[config.mk]
export PLATFORM = sky130hd
export DESIGN_NAME = decodificador_gray_flat
export DESIGN_NICKNAME = d
export VERILOG_FILES = /design/src/rtl/decodificador_gray_if.sv /design/src/rtl/decodificador_gray.sv /design/src/flat_wrapper.sv
export SDC_FILE = /design/constraint.sdc
export NUM_CORES = 1
export LEC_CHECK = 0
export ABC_AREA = 0
export ABC_CLOCK_PERIOD_IN_PS = 2090
export BUFFER_PORTS_ARGS = -buffer_cell sky130_fd_sc_hd__buf_2
export CAP_MARGIN = 20
export CORE_UTILIZATION = 35
export DETAILED_ROUTE_END_ITERATION = 8
export PLACE_DENSITY = 0.67
export SYNTH_ARGS = -nofsm -noshare
export SYNTH_HDL_FRONTEND = slang
export SYNTH_SLANG_ARGS = --single-unit
[constraint.sdc]
create_clock -name clk -period 2.09 [get_ports clk]
set_clock_uncertainty 0.2 [all_clocks]
set_input_delay 0.3135 -clock clk [delete_from_list [all_inputs] [get_ports clk]]
set_output_delay 0.3135 -clock clk [all_outputs]
set_load 0.02 [all_outputs]
[src/rtl/decodificador_gray_if.sv]
// Sample/result bundle between a Gray-count producer and decodificador_gray.
interface decodificador_gray_if #(
  parameter int WIDTH     = 5,
  parameter int ERR_WIDTH = 8
);
  logic                 valid_in;
  logic [WIDTH-1:0]     gray_in;
  logic [WIDTH-1:0]     binario_out;
  logic                 binario_valid;
  logic                 locked;
  logic                 error;
  logic [ERR_WIDTH-1:0] err_count;

  modport master (output valid_in, gray_in,
                  input  binario_out, binario_valid, locked, error, err_count);
  modport slave  (input  valid_in, gray_in,
                  output binario_out, binario_valid, locked, error, err_count);
endinterface

[src/rtl/decodificador_gray.sv]
// Gray-to-binary receiver with sequence lock FSM and error flagging.
// Optional saturating error counter enabled by `define GRAY_ERR_CNT_EN.
module decodificador_gray #(
  parameter int WIDTH      = 5,
  parameter int SIZE       = 32,
  parameter int LOCK_COUNT = 4,
  parameter int ERR_WIDTH  = 8
) (
  input  logic clk,
  input  logic reset,
  decodificador_gray_if.slave bus
);
  localparam int GW = $clog2(LOCK_COUNT + 1);
  localparam logic [WIDTH:0]   SIZE_W = (WIDTH+1)'(SIZE);
  localparam logic [WIDTH-1:0] LAST   = WIDTH'(SIZE - 1);
  localparam logic [GW-1:0]    LOCK_N = GW'(LOCK_COUNT);

  typedef enum logic [1:0] {SEARCH, SYNC, LOCKED} state_t;

  state_t           r_state, w_state_nxt;
  logic [WIDTH-1:0] r_prev, w_prev_nxt;
  logic [GW-1:0]    r_good, w_good_nxt;
  logic [WIDTH-1:0] r_bin;
  logic             r_bvalid, r_err, w_err;
  logic [WIDTH-1:0] w_bin, w_exp;
  logic             w_in_range, w_match;

  // Each binary bit is the XOR of all Gray bits at or above it.
  always_comb begin
    w_bin = '0;
    for (int i = 0; i < WIDTH; i++) w_bin[i] = ^(bus.gray_in >> i);
  end

  assign w_in_range = {1'b0, w_bin} < SIZE_W;
  assign w_exp      = (r_prev == LAST) ? '0 : r_prev + 1'b1;
  assign w_match    = w_in_range && (w_bin == w_exp);

  always_comb begin
    w_state_nxt = r_state;
    w_prev_nxt  = r_prev;
    w_good_nxt  = r_good;
    w_err       = 1'b0;
    if (bus.valid_in) begin
      case (r_state)
        SEARCH: if (w_in_range) begin
          w_prev_nxt  = w_bin;
          w_good_nxt  = GW'(1);
          w_state_nxt = SYNC;
        end
        SYNC: if (w_match) begin
          w_prev_nxt = w_bin;
          w_good_nxt = r_good + 1'b1;
          if (r_good + 1'b1 == LOCK_N) w_state_nxt = LOCKED;
        end else if (w_in_range) begin
          w_prev_nxt = w_bin;
          w_good_nxt = GW'(1);
        end else begin
          w_state_nxt = SEARCH;
        end
        LOCKED: if (w_match) begin
          w_prev_nxt = w_bin;
        end else begin
          w_err = 1'b1;
          if (w_in_range) begin
            w_prev_nxt  = w_bin;
            w_good_nxt  = GW'(1);
            w_state_nxt = SYNC;
          end else begin
            w_state_nxt = SEARCH;
          end
        end
        default: w_state_nxt = SEARCH;
      endcase
    end
  end

  always_ff @(posedge clk) begin
    if (reset) begin
      r_state  <= SEARCH;
      r_prev   <= '0;
      r_good   <= '0;
      r_bin    <= '0;
      r_bvalid <= 1'b0;
      r_err    <= 1'b0;
    end else begin
      r_state  <= w_state_nxt;
      r_prev   <= w_prev_nxt;
      r_good   <= w_good_nxt;
      r_bvalid <= bus.valid_in;
      r_err    <= w_err;
      if (bus.valid_in) r_bin <= w_bin;
    end
  end

`ifdef GRAY_ERR_CNT_EN
  logic [ERR_WIDTH-1:0] r_err_cnt;
  always_ff @(posedge clk) begin
    if (reset)                         r_err_cnt <= '0;
    else if (w_err && r_err_cnt != '1) r_err_cnt <= r_err_cnt + 1'b1;
  end
  assign bus.err_count = r_err_cnt;
`else
  assign bus.err_count = ERR_WIDTH'(0);
`endif

  assign bus.binario_out   = r_bin;
  assign bus.binario_valid = r_bvalid;
  assign bus.locked        = (r_state == LOCKED);
  assign bus.error         = r_err;
endmodule

[src/flat_wrapper.sv]
// flat-port wrapper written by rule: the top's interface ports become plain ports
module decodificador_gray_flat 
#(
  parameter int WIDTH      = 5,
  parameter int SIZE       = 32,
  parameter int LOCK_COUNT = 4,
  parameter int ERR_WIDTH  = 8
)
  (clk, reset, bus_valid_in, bus_gray_in, bus_binario_out, bus_binario_valid, bus_locked, bus_error, bus_err_count);
  decodificador_gray_if #(.WIDTH(WIDTH), .ERR_WIDTH(ERR_WIDTH)) bus_i ();
  input  logic clk;
  input  logic reset;
  input wire logic [$bits(bus_i.valid_in)-1:0] bus_valid_in;
  input wire logic [$bits(bus_i.gray_in)-1:0] bus_gray_in;
  output wire logic [$bits(bus_i.binario_out)-1:0] bus_binario_out;
  output wire logic [$bits(bus_i.binario_valid)-1:0] bus_binario_valid;
  output wire logic [$bits(bus_i.locked)-1:0] bus_locked;
  output wire logic [$bits(bus_i.error)-1:0] bus_error;
  output wire logic [$bits(bus_i.err_count)-1:0] bus_err_count;
  assign bus_i.valid_in = bus_valid_in;
  assign bus_i.gray_in = bus_gray_in;
  assign bus_binario_out = bus_i.binario_out;
  assign bus_binario_valid = bus_i.binario_valid;
  assign bus_locked = bus_i.locked;
  assign bus_error = bus_i.error;
  assign bus_err_count = bus_i.err_count;
  decodificador_gray #(.WIDTH(WIDTH), .SIZE(SIZE), .LOCK_COUNT(LOCK_COUNT), .ERR_WIDTH(ERR_WIDTH)) u_core (.clk(clk), .reset(reset), .bus(bus_i));
endmodule
==> flow_summary.yaml, run 1 <==
outcome:
  status: "finished, final reports clean"
timing:
  timing.fmax_mhz: 491
  finalSetupViolCount: 0
  hold_ws_ns: 0.180
  period_needed_ns: 2.03
  rsz0062_at_grt: "yes"
  drv_slew: 0
  setup_tns_ns: 0
  final_hold_viol_count: 0
  fin_crit_sh: 0.974
worst_setup_path:
  crit_path_start: "u_core.r_prev[1]"
  crit_top_cell: "ha_4"
  required_ns: 2.08
  reg2reg_depth: 8
  path_max_fanout: 6
  cp_cell_sequence: "ha_4 -> and3_4 -> ha_4 -> buf_4 -> and3b_2 -> o211ai_1 -> nand2_2 -> a31o_2"
  regToRegSetupSlack_ns: 0.06
  critPathKind: "register to register"
  r2r-start: "u_core.r_prev[1]"
  critPathSlowestCell: "dfxtp_2"
  endpoint_kind: "register"
  crit_path_start_kind: "register"
  crit-reg2reg-capture: "u_core.r_good[1]"
  endpoint: "u_core.r_good[1]"
  cpPeakStageDelay_ns: 0.35
  arrival_ns: 2.02
logic_synthesis:
  syn_inst: 106
  netlist_area_um2: 975
  synth_cell_type_count: 34
  synth-seq-cells: 17
  synth.avg_cell_area_um2: 9.20
  synth_ff_type: "dfxtp_1"
  yosys_warnings: 0
  async_reset_ff_frac: 0
  synth_edf_count: 0
  yosysSeqAreaShare: 0.349
finish:
  mostFrequentLayoutCells: "nor2_1, buf_2, dfxtp_1"
  layout-drive-gt1-share: 0.352
  nets: 141
  fillCellCount: 260
  final_common_cell: "nor2_1"
  syn2layout_area_growth_pct: 22.1
  fin_util: 0.468
  diodes: 0
  finalInstanceArea_um2: 1190
clocking:
  cts_buffer_depth: 2
  htreeDepth: 1
  clkSinkCount: 17
  tritoncts: "yes"
  clk_pin_slew_ns: 0.10
  clkLatencyLatePin_ns: 0.29
  cts_root_buf: "clkbuf_4"
  cts_buffers: 3
floorplanning:
  core_um2: 2540
  die_w_um: 54.8
  ios: 24
  die_y_um: 54.8
  num_rows: 18
  initial_core_util: 0.383
  dieArea_um2: 3000
placement:
  port_buffers: 15
  place_congestion: 0.751
  place_area_um2: 1110
  dp_hpwl_um: 1420
pwr:
  leakage_nw: 0.533
  powerDensity_nw_per_um2: 637
  power_mw: 0.759
  max-vdd-ir-drop_mv: 0.379
route:
  vias: 780
  dr.first_iter.drc_count: 9
  antenna_left: 0
  drc_errors: 0
  wl_per_cell_um: 12.1
  dr.pass1.iters: 3
  drt_wl_total_um: 1920
  avgViaCountPerCell: 4.94
global_routing:
  grtUsageTotal: 0.149
  antenna_found_initial: 0
  grt_max_degree: 20
  gr-total-overflow: 0
  first_global_vias: 722
  grt_first_pass_wirelength_um: 3090
flow_run:
  maxCapViolations: 0
worst_hold_path:
  hold_class: "input pin to register"
Yosys cell counts (2+ instances only):
cell,count,area share
dfxtp_1,17,0.35
buf_4,8,0.062
ha_1,4,0.051
a21oi_1,4,0.021
mux2i_1,6,0.062
a311oi_1,2,0.018
nand2_1,3,0.012
nor2b_1,2,0.013
xnor2_1,2,0.018
clkbuf_1,2,0.0077
xnor2_2,3,0.050
a31o_2,3,0.027
xor2_1,4,0.036
a211oi_1,4,0.031
nor3b_1,4,0.031
nor2_1,18,0.069
nand3_1,2,0.010
a31oi_1,2,0.013
worst min path at each step:
stage | to | depth (start not counted) | startpoint | slack [ns]
2_1_floorplan | u_core.bus.binario_out[4] | 2 | bus_gray_in[4] | 0.26
3_3_place_gp | u_core.bus.binario_out[0] | 2 | u_core.bus.binario_out[0] | 0.27
3_5_place_dp | u_core.bus.binario_out[3] | 2 | u_core.bus.binario_out[3] | 0.28
4_1_cts | u_core.bus.binario_out[1] | 2 | bus_valid_in | 0.18
5_1_grt | u_core.r_prev[4] | 3 | bus_gray_in[4] | 0.19
6_report | u_core.bus.binario_out[1] | 2 | bus_valid_in | 0.18
state kept, by name, summed over array words and instances, names as in the netlist:
register	cells
u_core.r_good	3
u_core.r_state	2
u_core.r_prev	5
u_core.bus.binario_out	5
u_core.bus.error	1
u_core.bus.binario_valid	1
timing repair:
action | in CTS | in global routing
setup buffers | 1 | 1
pin swaps | 2 | 5
setup endpoints to repair | 6 | 5
hold buffers | 0 | 0
gates resized for setup | 3 | 4
endpoints found under the hold margin | 0 | 0
cell families after synthesis:
kind of cell	after synthesis	synth area share
AND/OR/NAND/NOR	35	0.182
other	1	0.00385
multiplexers	7	0.0732
adder cells (fa/ha/maj)	4	0.0513
buffers and inverters	13	0.0821
XOR/XNOR	9	0.104
AO/OA/AOI/OAI	20	0.154
flip-flops	17	0.349
worst max-delay path: cells and delay by family, from the launching register on:
kind	cells	cell delay (ns)
AO/OA/AOI/OAI	2	0.40
adder cells (fa/ha/maj)	2	0.37
buffers and inverters	1	0.13
flip-flops	1	0.35
AND/OR/NAND/NOR	3	0.49
through the flow:
step | cells | setup WS [ns]
floorplan | 113 | 0.0257
detailed placement | 152 | -0.0364
global route | 158 | -0.0137
global placement | 152 | 0.00981
finish | 158 | 0.0553
CTS | 157 | 0.0134
area by class of cell:
type | count | area (um2) | area share
Tap cell | 30 | 37.5 | 0.0315
Timing Repair Buffer | 23 | 135 | 0.114
Clock buffer | 4 | 26.3 | 0.0221
Inverter | 1 | 3.75 | 0.00315
Multi-Input combinational cell | 83 | 644 | 0.542
Sequential cell | 17 | 343 | 0.288
routing by layer:
layer  routed length (um)  global-route usage  share of wire  up-vias
met5                    0                   0              0        -
met4                   29              0.0641          0.015        0
met3                   69              0.0333          0.036        5
met2                  919               0.249           0.48       17
met1                  898               0.180           0.47      355
li1                     -                   -              -      403
power by group:
| part | switching (mW) | internal (mW) | total, mW |
|---|---|---|---|
| Combinational | 0.123 | 0.0953 | 0.218 |
| Clock | 0.103 | 0.0742 | 0.178 |
| Sequential | 0.0160 | 0.347 | 0.363 |
Power figures use the tool's default switching activity.
==> inputs of run 2 (changes only) <==
- SETUP_SLACK_MARGIN: not set -> 0.4
==> run 2 against run 1 <==
Compared with the run above: total power shrank 0.13%; first-iteration DRC count grew 56%; non-clock buffer count shrank 2; wire length grew 4.7%; clock power is essentially flat; sequential share of layout area grew 0.47 points; critical path depth shrank 1; global-route usage grew 0.15 points; via count grew 3.2%.
==> flow_summary.yaml, run 2 (synthesis gave the netlist of run 1 again) <==
worst_setup_path:
  endpoint: "u_core.r_good[0]"
  cp.buffers_inverters: 0
  critPathKind: "register to register"
  crit-reg2reg-capture: "u_core.r_good[0]"
  crit_path_start: "u_core.r_prev[0]"
  regToRegSetupSlack_ns: 0.04
  critPathSlowestCell: "dfxtp_2"
  arrival_ns: 2.02
  crit_path_start_kind: "register"
  crit_top_cell: "ha_4"
  r2r-start: "u_core.r_prev[0]"
  cp.depth: 7
  required_ns: 2.06
  cpPeakStageDelay_ns: 0.35
  reg2reg_depth: 7
  endpoint_kind: "register"
  cp_cell_sequence: "ha_4 -> and3_4 -> ha_4 -> or3_4 -> a211o_1 -> nand2_4 -> a311oi_1"
  path_max_fanout: 6
  cpLargestDelayFamily: "simple AND/OR/NAND/NOR gates"
clocking:
  htreeDepth: 1
  cts_root_buf: "clkbuf_4"
  clk_pin_slew_ns: 0.10
  cts_buffer_depth: 2
  cts_buffers: 3
  tritoncts: "yes"
  clkLatencyLatePin_ns: 0.30
  hold_buffers: 0
  clkSinkCount: 17
global_routing:
  grtUsageTotal: 0.151
  antenna_found_initial: 0
  grt_max_degree: 20
  first_global_vias: 724
  grt_first_pass_wirelength_um: 3180
  gr-total-overflow: 0
floorplanning:
  num_rows: 18
  die_y_um: 54.8
  die_w_um: 54.8
  dieArea_um2: 3000
  core_um2: 2540
  initial_core_util: 0.383
  ios: 24
finish:
  final_common_cell: "nor2_1"
  diodes: 0
  mostFrequentLayoutCells: "nor2_1, buf_2, dfxtp_1"
  nets: 139
  fillCellCount: 270
  layout-drive-gt1-share: 0.333
  syn2layout_area_growth_pct: 20.5
route:
  wl_per_cell_um: 12.9
  dr.first_iter.drc_count: 14
  vias: 805
  drc_errors: 0
  drt_wl_total_um: 2010
  avgViaCountPerCell: 5.16
  antenna_left: 0
  dr.pass1.iters: 4
pwr:
  power_mw: 0.757
  powerDensity_nw_per_um2: 645
  leakage_nw: 0.521
  max-vdd-ir-drop_mv: 0.551
placement:
  place_congestion: 0.755
  port_buffers: 15
  dpl_worst_slack_ns: 0.0336
  dp_hpwl_um: 1380
timing:
  fin_crit_sh: 0.979
  rsz0062_at_grt: "yes"
  drv_slew: 0
  maxSlewHeadroom: 0.663
  worstMarginPinSlew_ns: 0.505
  setup_tns_ns: 0
  timing.fmax_mhz: 489
  period_needed_ns: 2.05
  finalWorstSetupSlack_ns: 0.0448
  finalSetupViolCount: 0
  final_hold_viol_count: 0
  hold_ws_ns: 0.172
worst_hold_path:
  hold_class: "input pin to register"
flow_run:
  maxCapViolations: 0
outcome:
  status: "finished, final reports clean"
==> run 2: per-layer routing <==
metal / vias to the layer above / wire, um / global-route usage
met4: 0 / 19 / 0.0470
met3: 5 / 89 / 0.0528
met5: - / 0 / 0
met2: 19 / 1000 / 0.251
li1: 401 / - / -
met1: 380 / 898 / 0.178
==> run 2: area by class of cell <==
| class | count | area, um2 | share of cell area |
|---|---|---|---|
| inverters | 1 | 3.75 | 0.00319 |
| flip-flops and latches | 17 | 344 | 0.293 |
| clock buffers | 4 | 26.3 | 0.0224 |
| well taps | 30 | 37.5 | 0.0319 |
| repair buffers | 21 | 120 | 0.102 |
| multi-input cells | 83 | 643 | 0.547 |
==> run 2: worst min-delay path by stage <==
stage                               from                   endpoint  slack, ns  depth (start not counted)
2_1_floorplan             bus_gray_in[4]  u_core.bus.binario_out[4]       0.26                          2
3_3_place_gp   u_core.bus.binario_out[3]  u_core.bus.binario_out[3]       0.27                          2
3_5_place_dp   u_core.bus.binario_out[3]  u_core.bus.binario_out[3]       0.28                          2
4_1_cts                     bus_valid_in  u_core.bus.binario_out[1]       0.15                          2
5_1_grt                     bus_valid_in  u_core.bus.binario_out[1]       0.16                          2
6_report                    bus_valid_in  u_core.bus.binario_out[1]       0.17                          2
==> run 2: per-stage QoR <==
step            util  cells  instance area (um2)
6_report       0.462    156                 1170
5_1_grt        0.462    156                 1170
4_1_cts        0.449    155                 1140
3_5_place_dp   0.429    148                 1090
3_3_place_gp   0.429    148                 1090
2_1_floorplan      -    113                 1040
==> run 2: repair_timing <==
item,CTS,global route
resized for setup,1,4
pin swaps,1,3
setup buffers,3,1
setup endpoints to repair,7,7
==> run 2: report_power, final <==
part	leakage [nW]	internal [mW]	switching [mW]
Sequential	0.141	0.347	0.0174
Combinational	0.365	0.0929	0.122
Clock	0.0150	0.0744	0.105
==> inputs of run 3 (changes only) <==
==> constraint.sdc (replaced) <==
create_clock -name clk -period 2.09 [get_ports clk]
set_clock_uncertainty 0.2 [all_clocks]
set_input_delay 0.209 -clock clk [delete_from_list [all_inputs] [get_ports clk]]
set_output_delay 0.209 -clock clk [all_outputs]
set_load 0.02 [all_outputs]
==> run 3 against run 2 <==
Compared with the run above: maximum frequency is 0.21% higher; hold slack got worse by 0.12 ns; combinational power fell by 3%; final cell count is the same; design area decreased by 0.21%; die area did not move; sequential cell count unchanged; critical path depth unchanged; utilization is 0.098 points lower; worst setup slack improved by 0.0043 ns; clock power rose by 3%; critical path type unchanged; critical endpoint is now u_core.r_state[0]; highest routed layer unchanged.
==> flow_summary.yaml, run 3 (synthesis gave the netlist of run 1 again) <==
worst_setup_path:
  crit_path_start_kind: "register"
  endpoint_kind: "register"
  crit-reg2reg-capture: "u_core.r_state[0]"
  required_ns: 2.07
  arrival_ns: 2.02
  crit_path_start: "u_core.r_prev[0]"
  endpoint: "u_core.r_state[0]"
  path_max_fanout: 6
  critPathKind: "register to register"
  regToRegSetupSlack_ns: 0.05
  reg2reg_depth: 7
  r2r-start: "u_core.r_prev[0]"
global_routing:
  first_global_vias: 657
  gr-total-overflow: 0
  grt_first_pass_wirelength_um: 2990
  antenna_found_initial: 0
  grtUsageTotal: 0.146
  grt_max_degree: 20
placement:
  port_buffers: 15
  place_congestion: 0.757
  dpl_worst_slack_ns: 0.0292
  dp_hpwl_um: 1350
floorplanning:
  ios: 24
  initial_core_util: 0.383
  num_rows: 18
  die_y_um: 54.8
  dieArea_um2: 3000
  die_w_um: 54.8
  core_um2: 2540
route:
  avgViaCountPerCell: 4.96
  wl_per_cell_um: 12.5
  dr.pass1.iters: 4
  drt_wl_total_um: 1960
  drc_errors: 0
  vias: 773
  dr.first_iter.drc_count: 14
  antenna_left: 0
flow_run:
  maxCapViolations: 0
timing:
  finalWorstSetupSlack_ns: 0.0490
  period_needed_ns: 2.04
  final_hold_viol_count: 0
  fin_crit_sh: 0.977
  drv_slew: 0
  timing.fmax_mhz: 490
  finalSetupViolCount: 0
  rsz0062_at_grt: "yes"
clocking:
  clk_pin_slew_ns: 0.11
  clkLatencyLatePin_ns: 0.30
  cts_buffer_depth: 2
  cts_buffers: 3
  cts_root_buf: "clkbuf_4"
  htreeDepth: 1
  tritoncts: "yes"
  clkSinkCount: 17
finish:
  nets: 139
  layout-drive-gt1-share: 0.341
  fin_util: 0.461
  syn2layout_area_growth_pct: 20.3
  diodes: 0
  mostFrequentLayoutCells: "nor2_1, buf_2, dfxtp_1"
  final_common_cell: "nor2_1"
pwr:
  leakage_nw: 0.524
  max-vdd-ir-drop_mv: 0.534
  powerDensity_nw_per_um2: 645
outcome:
  status: "finished, final reports clean"
worst_hold_path:
  hold_class: "input pin to register"
## run 3: worst min-delay path by stage
stage / depth (start not counted) / startpoint / end / slack [ns]
detailed placement: 2 / u_core.bus.binario_out[3] / u_core.bus.binario_out[3] / 0.27
CTS: 2 / bus_valid_in / u_core.bus.binario_out[1] / 0.05
floorplan: 2 / bus_gray_in[4] / u_core.bus.binario_out[4] / 0.16
global route: 2 / bus_valid_in / u_core.bus.binario_out[3] / 0.04
global placement: 2 / u_core.bus.binario_out[0] / u_core.bus.binario_out[0] / 0.27
finish: 2 / bus_valid_in / u_core.bus.binario_out[1] / 0.05
## run 3: cell type report
class                   count  area [um2]
inverters                   1        3.75
clock buffers               3        22.5
multi-input cells          83         638
well taps                  30        37.5
clock inverters             1        5.00
repair buffers             21         120
flip-flops and latches     17         345
fillers                   263        1370
## run 3: metrics by stage
step	TNS, ns	area, um2	instances	hold WS, ns	power [mW]
after floorplan	0	1040	113	0.156	0.518
after global placement	0	1080	147	0.273	0.545
after detailed placement	0	1080	147	0.274	0.550
after CTS	0	1140	155	0.0514	0.744
after global routing	-0.0650	1170	156	0.0377	0.801
final	0	1170	156	0.0549	0.757
## run 3: what timing repair did
action / CTS / global route
resized for setup: 1 / 4
pin swaps: 7 / 2
setup buffers: 4 / 1
hold buffers: 0 / 0
setup endpoints to repair: 6 / 7
## run 3: per-layer routing
metal | vias up | routed length, um | track usage
met5 | - | 0 | 0
met4 | 0 | 10 | 0.0385
met3 | 3 | 95 | 0.0611
met2 | 17 | 989 | 0.245
met1 | 354 | 859 | 0.167
li1 | 399 | - | -
## run 3: where the power goes
group          switching, mW  internal [mW]
clock                  0.114         0.0714
sequential            0.0167          0.347
combinational          0.121         0.0874
## run 3: critical path, stage by stage (launching register included)
cell	delay, ns
dfxtp_4	0.37
ha_4	0.15
and3_4	0.18
ha_4	0.21
or3_4	0.31
a211o_1	0.30
nand2_4	0.11
a311oi_2	0.09
